==> src/rtl/seq_multiplier_pkg.sv <==
// Shared types and sizing helpers for the sequential multiplier.
// Build option: define SEQ_MULTIPLIER_RADIX4_EN to retire 2 multiplier bits per cycle.
// Without it the datapath is radix-2, one bit per cycle.
package seq_multiplier_pkg;

    typedef enum logic [1:0] {
        IDLE = 2'd0,
        CALC = 2'd1,
        DONE = 2'd2
    } state_t;

`ifdef SEQ_MULTIPLIER_RADIX4_EN
    localparam bit RADIX4_EN  = 1'b1;
`else
    localparam bit RADIX4_EN  = 1'b0;
`endif

    localparam int RADIX_BITS = RADIX4_EN ? 2 : 1;

    // Number of CALC iterations needed to consume every multiplier bit.
    function automatic int calc_iters(input int width, input bit radix4);
        return radix4 ? (width / 2) : width;
    endfunction

endpackage

==> src/rtl/seq_multiplier_if.sv <==
// Operand/result handshake bundle for seq_multiplier.
// Latency: none, wires only.
// Backpressure: in_valid/in_ready on the request side, out_valid/out_ready on the result side.
interface seq_multiplier_if #(
    parameter int WIDTH = 24
);
    logic                   in_valid;
    logic                   in_ready;
    logic [WIDTH-1:0]       a;
    logic [WIDTH-1:0]       b;
    logic                   signed_mode;
    logic                   out_valid;
    logic                   out_ready;
    logic [2*WIDTH-1:0]     result;

    modport master (
        output in_valid, a, b, signed_mode, out_ready,
        input  in_ready, out_valid, result
    );

    modport slave (
        input  in_valid, a, b, signed_mode, out_ready,
        output in_ready, out_valid, result
    );
endinterface

==> src/rtl/seq_multiplier_step.sv <==
// One shift-add iteration, MSB-first: acc_next = (acc << r) + bits * mag.
// Latency: combinational.
// Backpressure: none; the caller decides when to register the result.
import seq_multiplier_pkg::*;

module seq_multiplier_step #(
    parameter int WIDTH = 24
) (
    input  logic [2*WIDTH-1:0]     acc,
    input  logic [WIDTH-1:0]       mag,
`ifdef SEQ_MULTIPLIER_RADIX4_EN
    input  logic [WIDTH+1:0]       mag3,
`endif
    input  logic [RADIX_BITS-1:0]  bits,
    output logic [2*WIDTH-1:0]     acc_next
);

`ifdef SEQ_MULTIPLIER_RADIX4_EN
    logic [WIDTH+1:0] multiple;

    // Select 0/1/2/3 x magnitude; 3x comes precomputed so no adder sits here.
    always_comb begin
        multiple = '0;
        case (bits)
            2'd1:    multiple = {2'b00, mag};
            2'd2:    multiple = {1'b0, mag, 1'b0};
            2'd3:    multiple = mag3;
            default: multiple = '0;
        endcase
        acc_next = {acc[2*WIDTH-3:0], 2'b00} + {{(WIDTH-2){1'b0}}, multiple};
    end
`else
    // Single-bit shift-add.
    always_comb begin
        acc_next = {acc[2*WIDTH-2:0], 1'b0};
        if (bits[0])
            acc_next = acc_next + {{WIDTH{1'b0}}, mag};
    end
`endif

endmodule

==> src/rtl/seq_multiplier.sv <==
// Iterative signed/unsigned multiplier, WIDTH x WIDTH -> 2*WIDTH (WIDTH even, >= 4).
// Latency: result valid N cycles after accept (N = WIDTH, or WIDTH/2 with SEQ_MULTIPLIER_RADIX4_EN).
// Backpressure: one operation in flight; in_ready only in IDLE, result held in DONE until out_ready.
import seq_multiplier_pkg::*;

module seq_multiplier #(
    parameter int WIDTH = 24
) (
    input  logic             clk,
    input  logic             rst,
    seq_multiplier_if.slave  bus
);

    localparam int N  = calc_iters(WIDTH, RADIX4_EN);
    localparam int CW = $clog2(N + 1);

    state_t                 state;
    logic [CW-1:0]          cnt;
    logic [WIDTH-1:0]       mag_a;
    logic [WIDTH-1:0]       mult;
    logic                   neg;
    logic [2*WIDTH-1:0]     acc;
    logic [2*WIDTH-1:0]     acc_next;
    logic [WIDTH-1:0]       a_mag_in;
    logic [WIDTH-1:0]       b_mag_in;
`ifdef SEQ_MULTIPLIER_RADIX4_EN
    logic [WIDTH+1:0]       mag3;
`endif

    // Operand magnitudes; the most-negative value maps to 2^(WIDTH-1), which still fits unsigned.
    always_comb begin
        a_mag_in = bus.a;
        b_mag_in = bus.b;
        if (bus.signed_mode && bus.a[WIDTH-1])
            a_mag_in = ~bus.a + 1'b1;
        if (bus.signed_mode && bus.b[WIDTH-1])
            b_mag_in = ~bus.b + 1'b1;
    end

    seq_multiplier_step #(
        .WIDTH (WIDTH)
    ) u_step (
        .acc      (acc),
        .mag      (mag_a),
`ifdef SEQ_MULTIPLIER_RADIX4_EN
        .mag3     (mag3),
`endif
        .bits     (mult[WIDTH-1 -: RADIX_BITS]),
        .acc_next (acc_next)
    );

    // Control FSM plus datapath registers; the sign is applied once on the way into DONE.
    always_ff @(posedge clk) begin
        if (rst) begin
            state         <= IDLE;
            cnt           <= '0;
            mag_a         <= '0;
            mult          <= '0;
            neg           <= 1'b0;
            acc           <= '0;
`ifdef SEQ_MULTIPLIER_RADIX4_EN
            mag3          <= '0;
`endif
            bus.in_ready  <= 1'b1;
            bus.out_valid <= 1'b0;
            bus.result    <= '0;
        end else begin
            case (state)
                IDLE: begin
                    if (bus.in_valid) begin
                        mag_a        <= a_mag_in;
                        mult         <= b_mag_in;
                        neg          <= bus.signed_mode & (bus.a[WIDTH-1] ^ bus.b[WIDTH-1]);
`ifdef SEQ_MULTIPLIER_RADIX4_EN
                        mag3         <= {2'b00, a_mag_in} + {1'b0, a_mag_in, 1'b0};
`endif
                        acc          <= '0;
                        cnt          <= '0;
                        bus.in_ready <= 1'b0;
                        state        <= CALC;
                    end
                end
                CALC: begin
                    acc  <= acc_next;
                    mult <= mult << RADIX_BITS;
                    if (cnt == CW'(N - 1)) begin
                        bus.result    <= neg ? (~acc_next + 1'b1) : acc_next;
                        bus.out_valid <= 1'b1;
                        cnt           <= '0;
                        state         <= DONE;
                    end else begin
                        cnt <= cnt + 1'b1;
                    end
                end
                DONE: begin
                    if (bus.out_ready) begin
                        bus.out_valid <= 1'b0;
                        bus.in_ready  <= 1'b1;
                        state         <= IDLE;
                    end
                end
                default: begin
                    state         <= IDLE;
                    bus.in_ready  <= 1'b1;
                    bus.out_valid <= 1'b0;
                end
            endcase
        end
    end

endmodule

==> src/flat_wrapper.sv <==
// flat-port wrapper written by rule: the top's interface ports become plain ports
module seq_multiplier_flat 
#(
    parameter int WIDTH = 24
)
  (clk, rst, bus_in_valid, bus_a, bus_b, bus_signed_mode, bus_out_ready, bus_in_ready, bus_out_valid, bus_result);
  seq_multiplier_if #(.WIDTH(WIDTH)) bus_i ();
  input  logic clk;
  input  logic rst;
  input wire logic [$bits(bus_i.in_valid)-1:0] bus_in_valid;
  input wire logic [$bits(bus_i.a)-1:0] bus_a;
  input wire logic [$bits(bus_i.b)-1:0] bus_b;
  input wire logic [$bits(bus_i.signed_mode)-1:0] bus_signed_mode;
  input wire logic [$bits(bus_i.out_ready)-1:0] bus_out_ready;
  output wire logic [$bits(bus_i.in_ready)-1:0] bus_in_ready;
  output wire logic [$bits(bus_i.out_valid)-1:0] bus_out_valid;
  output wire logic [$bits(bus_i.result)-1:0] bus_result;
  assign bus_i.in_valid = bus_in_valid;
  assign bus_i.a = bus_a;
  assign bus_i.b = bus_b;
  assign bus_i.signed_mode = bus_signed_mode;
  assign bus_i.out_ready = bus_out_ready;
  assign bus_in_ready = bus_i.in_ready;
  assign bus_out_valid = bus_i.out_valid;
  assign bus_result = bus_i.result;
  seq_multiplier #(.WIDTH(WIDTH)) u_core (.clk(clk), .rst(rst), .bus(bus_i));
endmodule
==> config.mk <==
export PLATFORM = sky130hd
export DESIGN_NAME = seq_multiplier_flat
export DESIGN_NICKNAME = d
export VERILOG_FILES = /design/src/rtl/seq_multiplier_pkg.sv /design/src/rtl/seq_multiplier_if.sv /design/src/rtl/seq_multiplier_step.sv /design/src/rtl/seq_multiplier.sv /design/src/flat_wrapper.sv
export SDC_FILE = /design/constraint.sdc
export NUM_CORES = 1
export LEC_CHECK = 0
export CORE_AREA = 8 8 162 164
export DETAILED_ROUTE_END_ITERATION = 6
export DIE_AREA = 0 0 170 172
export PLACE_DENSITY = 0.73
export SLEW_MARGIN = 30
export SYNTH_ARGS = -nofsm -noshare
export SYNTH_HDL_FRONTEND = slang
export SYNTH_HIERARCHICAL = 1
export SYNTH_SLANG_ARGS = --single-unit
==> constraint.sdc <==
create_clock -name clk -period 5.2 [get_ports clk]
set_input_delay 1.04 -clock clk [delete_from_list [all_inputs] [get_ports clk]]
set_output_delay 1.04 -clock clk [all_outputs]
set_load 0.03 [all_outputs]
; Word-level counts from Yosys, hierarchy flattened
; Cells that the tools add are included.
[classes]
n_addsub = 5
eq_ne = 6
muxes = 21
n_bitwise = 7
reduce_logical = 10
[op_table]
columns = operator, count
row1 = 48-bit 2-to-1 mux, 2
row2 = 47-bit one-hot mux with 2 select lines, 1
row3 = 24-bit 2-to-1 mux, 3
row4 = 24-bit by 1-bit adder with 24-bit output (second input constant), 2
row5 = 48-bit by 1-bit adder with 48-bit output (second input constant), 1
row6 = 48-bit by 24-bit adder with 48-bit output, 1
row7 = 24-bit inverter, 2
row8 = 48-bit inverter, 1
row9 = 24-bit one-hot mux with 2 select lines, 1
row10 = 47-bit 2-to-1 mux, 1
row11 = 5-bit 2-to-1 mux, 2
row12 = 5-bit one-hot mux with 2 select lines, 1
row13 = 3-bit AND reduction, 3
row14 = 2-bit 2-to-1 mux, 3
row15 = 1-bit one-hot mux with 3 select lines, 2
row16 = 2-bit one-hot mux with 3 select lines, 1
row17 = 2-bit AND reduction, 3
row18 = 5-bit by 1-bit adder with 5-bit output (second input constant), 1
row19 = 5-bit equality test (second input constant), 1
row20 = 1-bit 2-to-1 mux, 4
row21 = 2-bit != test (second input constant), 2
row22 = 2-bit by 1-bit equality test with 1-bit output (second input constant), 1
row23 = 2-bit equality test (second input constant), 1
row24 = 1-bit logical AND, 2
row25 = 6 further kinds, 7
[word_totals]
ff_bits = 153
inputBits = 53
output_inout_bits = 50
wordCells = 58

; Longest topological paths before layout
; Gate-level depths: netlist of the first run.
[logic_depth]
ltp_word = 5
ltp_mapped = 17
ltp_nobuf = 16

; Cells and area by module
; Netlist of the first run, hierarchy kept.
[by_module_without_submodules]
columns = module, instances, cells_per_inst, area_per_inst_um2, seq_area_each_um2
row1 = seq_multiplier, 1, 1000, 7793.7, 3083.0
row2 = seq_multiplier_step, 1, 322, 2243.4, 0.0

; Worst setup path after synthesis of the first run
; OpenSTA, ideal clock, no wires.
[synth_timing]
kind = flip-flop to flip-flop
from = register u_core.acc[0]
to = register u_core.bus.result[46]
setup_time_ns = 0.086
arrival_ns = 4.062
required_ns = 5.114
path_slack_ns = 1.052
stages_incl_launch_ff = 18
n_path_buf = 1
period_less_slack_ns = 4.148
cell_sequence = dfxtp_1 ha_1 inv_1 fa_1 and2b_4 o2111ai_2 a21boi_2 a221o_4 a41oi_2 xnor2_1 mux2_4 nor4_1 nand2_1 or4_1 clkbuf_1 o41ai_1 xor2_1 a211oi_1
[synth_via]
elab_chain_cells = 5
[synth_rtl]
columns = element, line_no
row1 = "start, declared", seq_multiplier.sv:22  ; logic [2*WIDTH-1:0] acc;
row2 = "start signal, assigned", seq_multiplier.sv:84  ; acc <= acc_next;
row3 = 48-bit by 24-bit adder with 48-bit output, seq_multiplier_step.sv:37  ; acc_next = acc_next + {{WIDTH{1'b0}}, mag};
row4 = 48-bit 2-to-1 mux, seq_multiplier_step.sv:36  ; if (bits[0])
row5 = named net u_core.acc_next[17], seq_multiplier.sv:23  ; logic [2*WIDTH-1:0] acc_next;
row6 = 48-bit inverter, seq_multiplier.sv:87  ; bus.result <= neg ? (~acc_next + 1'b1) : acc_next;
row7 = 48-bit by 1-bit adder with 48-bit output, seq_multiplier.sv:87
row8 = 48-bit 2-to-1 mux, seq_multiplier.sv:87
row9 = "end signal, assigned", seq_multiplier.sv:87
row10 = "end, declared", seq_multiplier_if.sv:23  ; output in_ready, out_valid, result
; The timed path passes the listed nets, and every way through them passes these cells.
; A chain may end at the register's enable or synchronous reset.

; Worst setup path after layout of the first run
[layout_timing]
from = register u_core.acc[0]
to = register u_core.bus.result[45]
; Same word-level chain as after synthesis.

==> results.sh, run 1 <==
export IMPL_status="finished clean"
export IMPL_setup_tns_ns=0
export IMPL_core_area_sq_um=23800
export IMPL_clk_latency_ns=0.44
export IMPL_drc=0
export IMPL_required_ns=5.55
export IMPL_crit_buf_inv=1
export IMPL_hpwlAfterDp_mm=20.4
export IMPL_netlist_area_sq_um=10000
export IMPL_htree_levels=4
export IMPL_hold_path_class="flip-flop to flip-flop"
export IMPL_dieArea_sq_um=29200
export IMPL_hold_buffers=0
export IMPL_port_buffers=102
export IMPL_via_per_inst=5.79
export IMPL_yosysWarnings=6
export IMPL_num_rows=57
export IMPL_globalplace_congestion=0.879
export IMPL_max_freq_mhz=211
export IMPL_arrival_ns=5.10
export IMPL_die_w_um=170
export IMPL_grt_max_degree=83
export IMPL_nNetsFinal=1440
export IMPL_critPathMaxStageDelay_ns=0.62
export IMPL_fp_dieH_um=172
export IMPL_cp_max_fo=8
export IMPL_layout_min_cycle_time_ns=4.75
export IMPL_mostFrequentLayoutCells="dfxtp_1 (153), nor2_1 (150), nand2_1 (143)"
export IMPL_total_leakage_power_nw=4.23
export IMPL_maxCapViolCount=0
export IMPL_clock_skew_ns=0.00922
export IMPL_endpoint_kind="flip-flop"
export IMPL_antenna_left=0
export IMPL_wl_per_cell_um=17.2
export IMPL_final_area_sq_um=11800
export IMPL_wl_met1_mm=13.9
export IMPL_rsz0062_at_grt="false"
export IMPL_cp_depth=16
export IMPL_clock_path_buffers=2
export IMPL_netlist_instances=1318
export IMPL_cts_tree="yes"
export IMPL_gr_total_overflow=0
export IMPL_fill_cells=2359
export IMPL_slew_viol_final=0
export IMPL_first_pass_iters=5
export IMPL_powerDensity_nw_per_um2=249
export IMPL_syn_nets=1399
export IMPL_slew_headroom=0.395
export IMPL_grt_use_total=0.198
export IMPL_critPathTopFamily="simple AND/OR/NAND/NOR gates"
export IMPL_place_inst=1664
export IMPL_fin_cells=1696
export IMPL_vias=9826
export IMPL_numCtsBuffers=17
export IMPL_antenna_cells=0
export IMPL_cts_resized=0
export IMPL_top_layer="met4"
export IMPL_dr_wl_met3_mm=1.91
export IMPL_hold_violations=0
export IMPL_crit_chain="ha_1, inv_1, fa_1, and2b_4, o2111ai_2, a21boi_2, a221o_4, a41oi_4, nor4_1, xor2_1, nor4_1, nor2b_1, nand3_1, o41ai_1, xor2_1, a211oi_1"
export IMPL_root_buffer="clkbuf_16"
export IMPL_final_common_cell="dfxtp_1"
export IMPL_setup_violations=0
export IMPL_period_share=0.913
export IMPL_route_met2_wl_mm=13.0
export IMPL_worst_pin_slew_ns=0.906
export IMPL_drt_wl_total_mm=29.2
export IMPL_hold_depth=2
export IMPL_antenna_found_initial=0
export IMPL_drive_above_1_share=0.0700
export IMPL_ir_drop_v=0.000153
export IMPL_post_cts_setup_buffer_count=0
export IMPL_syn_to_final_growth_pct=17.8
export IMPL_dpl_cell_area_sq_um=11200
export IMPL_multi_input_area_sq_um=6520
export IMPL_clock_sinks=153
export IMPL_start_util=0.420
export IMPL_rr_worst_depth=16
export IMPL_grt_pass1_vias=9239
export IMPL_syn_area_per_cell_sq_um=7.59
export IMPL_slowest_stage="nor4_1"
export IMPL_clkSlewWorstSetupHoldPaths_ns=0.07
export IMPL_seqCellArea_sq_um=3060
export IMPL_drtIter0Drc=883
export IMPL_worstSetupStartpointType="flip-flop"
export IMPL_grt_first_pass_wirelength_mm=47.5
export IMPL_io_pins=103
export IMPL_crit_type="flip-flop to flip-flop"
-- sequential cells by signal, summed over array words and instances (netlist names) --
name / cells
u_core/bus.in_ready: 1
u_core/bus.result: 48
u_core/mag_a: 24
u_core/mult: 24
u_core/acc: 47
u_core/bus.out_valid: 1
u_core/neg: 1
u_core/state: 2
u_core/cnt: 5
-- tightest hold or removal path: stages (launching register included) --
cell	delay, ns
dfxtp_1	0.31
nand2_1	0.05
a21oi_1	0.05
-- final timing paths --
check	from	end	slack, ns
max reg2reg	u_core/acc[0]$_SDFFE_PP0P_	u_core/bus.result[45]$_SDFFE_PP0P_	0.45
min reg2reg	u_core/mag_a[0]$_SDFFE_PP0P_	u_core/mag_a[0]$_SDFFE_PP0P_	0.45
min	u_core/mag_a[0]$_SDFFE_PP0P_	u_core/mag_a[0]$_SDFFE_PP0P_	0.45
max	u_core/acc[0]$_SDFFE_PP0P_	u_core/bus.result[45]$_SDFFE_PP0P_	0.45
-- stage by stage --
| stage | utilization | setup slack (ns) | hold slack [ns] | power [mW] |
|---|---|---|---|---|
| floorplan | - | 1.05 | 0.432 | 1.58 |
| global placement | 0.471 | 0.671 | 0.444 | 1.73 |
| detailed placement | 0.471 | 0.586 | 0.448 | 1.73 |
| CTS | 0.495 | 0.514 | 0.457 | 2.94 |
| global route | 0.495 | 0.150 | 0.495 | 3.05 |
| finish | 0.495 | 0.450 | 0.455 | 2.93 |
-- metal layers --
metal	vias up	GRT usage
met1	4582	0.271
met5	-	0
met2	363	0.314
met4	0	0.0542
met3	35	0.0372
li1	4846	-
-- final cells by class --
| class | instances | share of cell area |
|---|---|---|
| Clock buffer | 18 | 0.0364 |
| Clock inverter | 14 | 0.0118 |
| Inverter | 22 | 0.00701 |
| Multi-Input combinational cell | 1048 | 0.553 |
| Sequential cell | 153 | 0.260 |
| Tap cell | 324 | 0.0344 |
| Timing Repair Buffer | 117 | 0.0971 |
-- power breakdown --
part	total, mW	switching (mW)	internal, mW
sequential	1.24	0.0284	1.21
combinational	0.480	0.303	0.177
clock	1.22	0.547	0.669
(Power assumes the default switching activity.)
==> run 2, diff against run 1 <==
Settings changed: ABC_CLOCK_PERIOD_IN_PS set to 5200.
==> results of run 2 <==
Same layout as run 1: the final DEF is identical, and so are final timing and power.
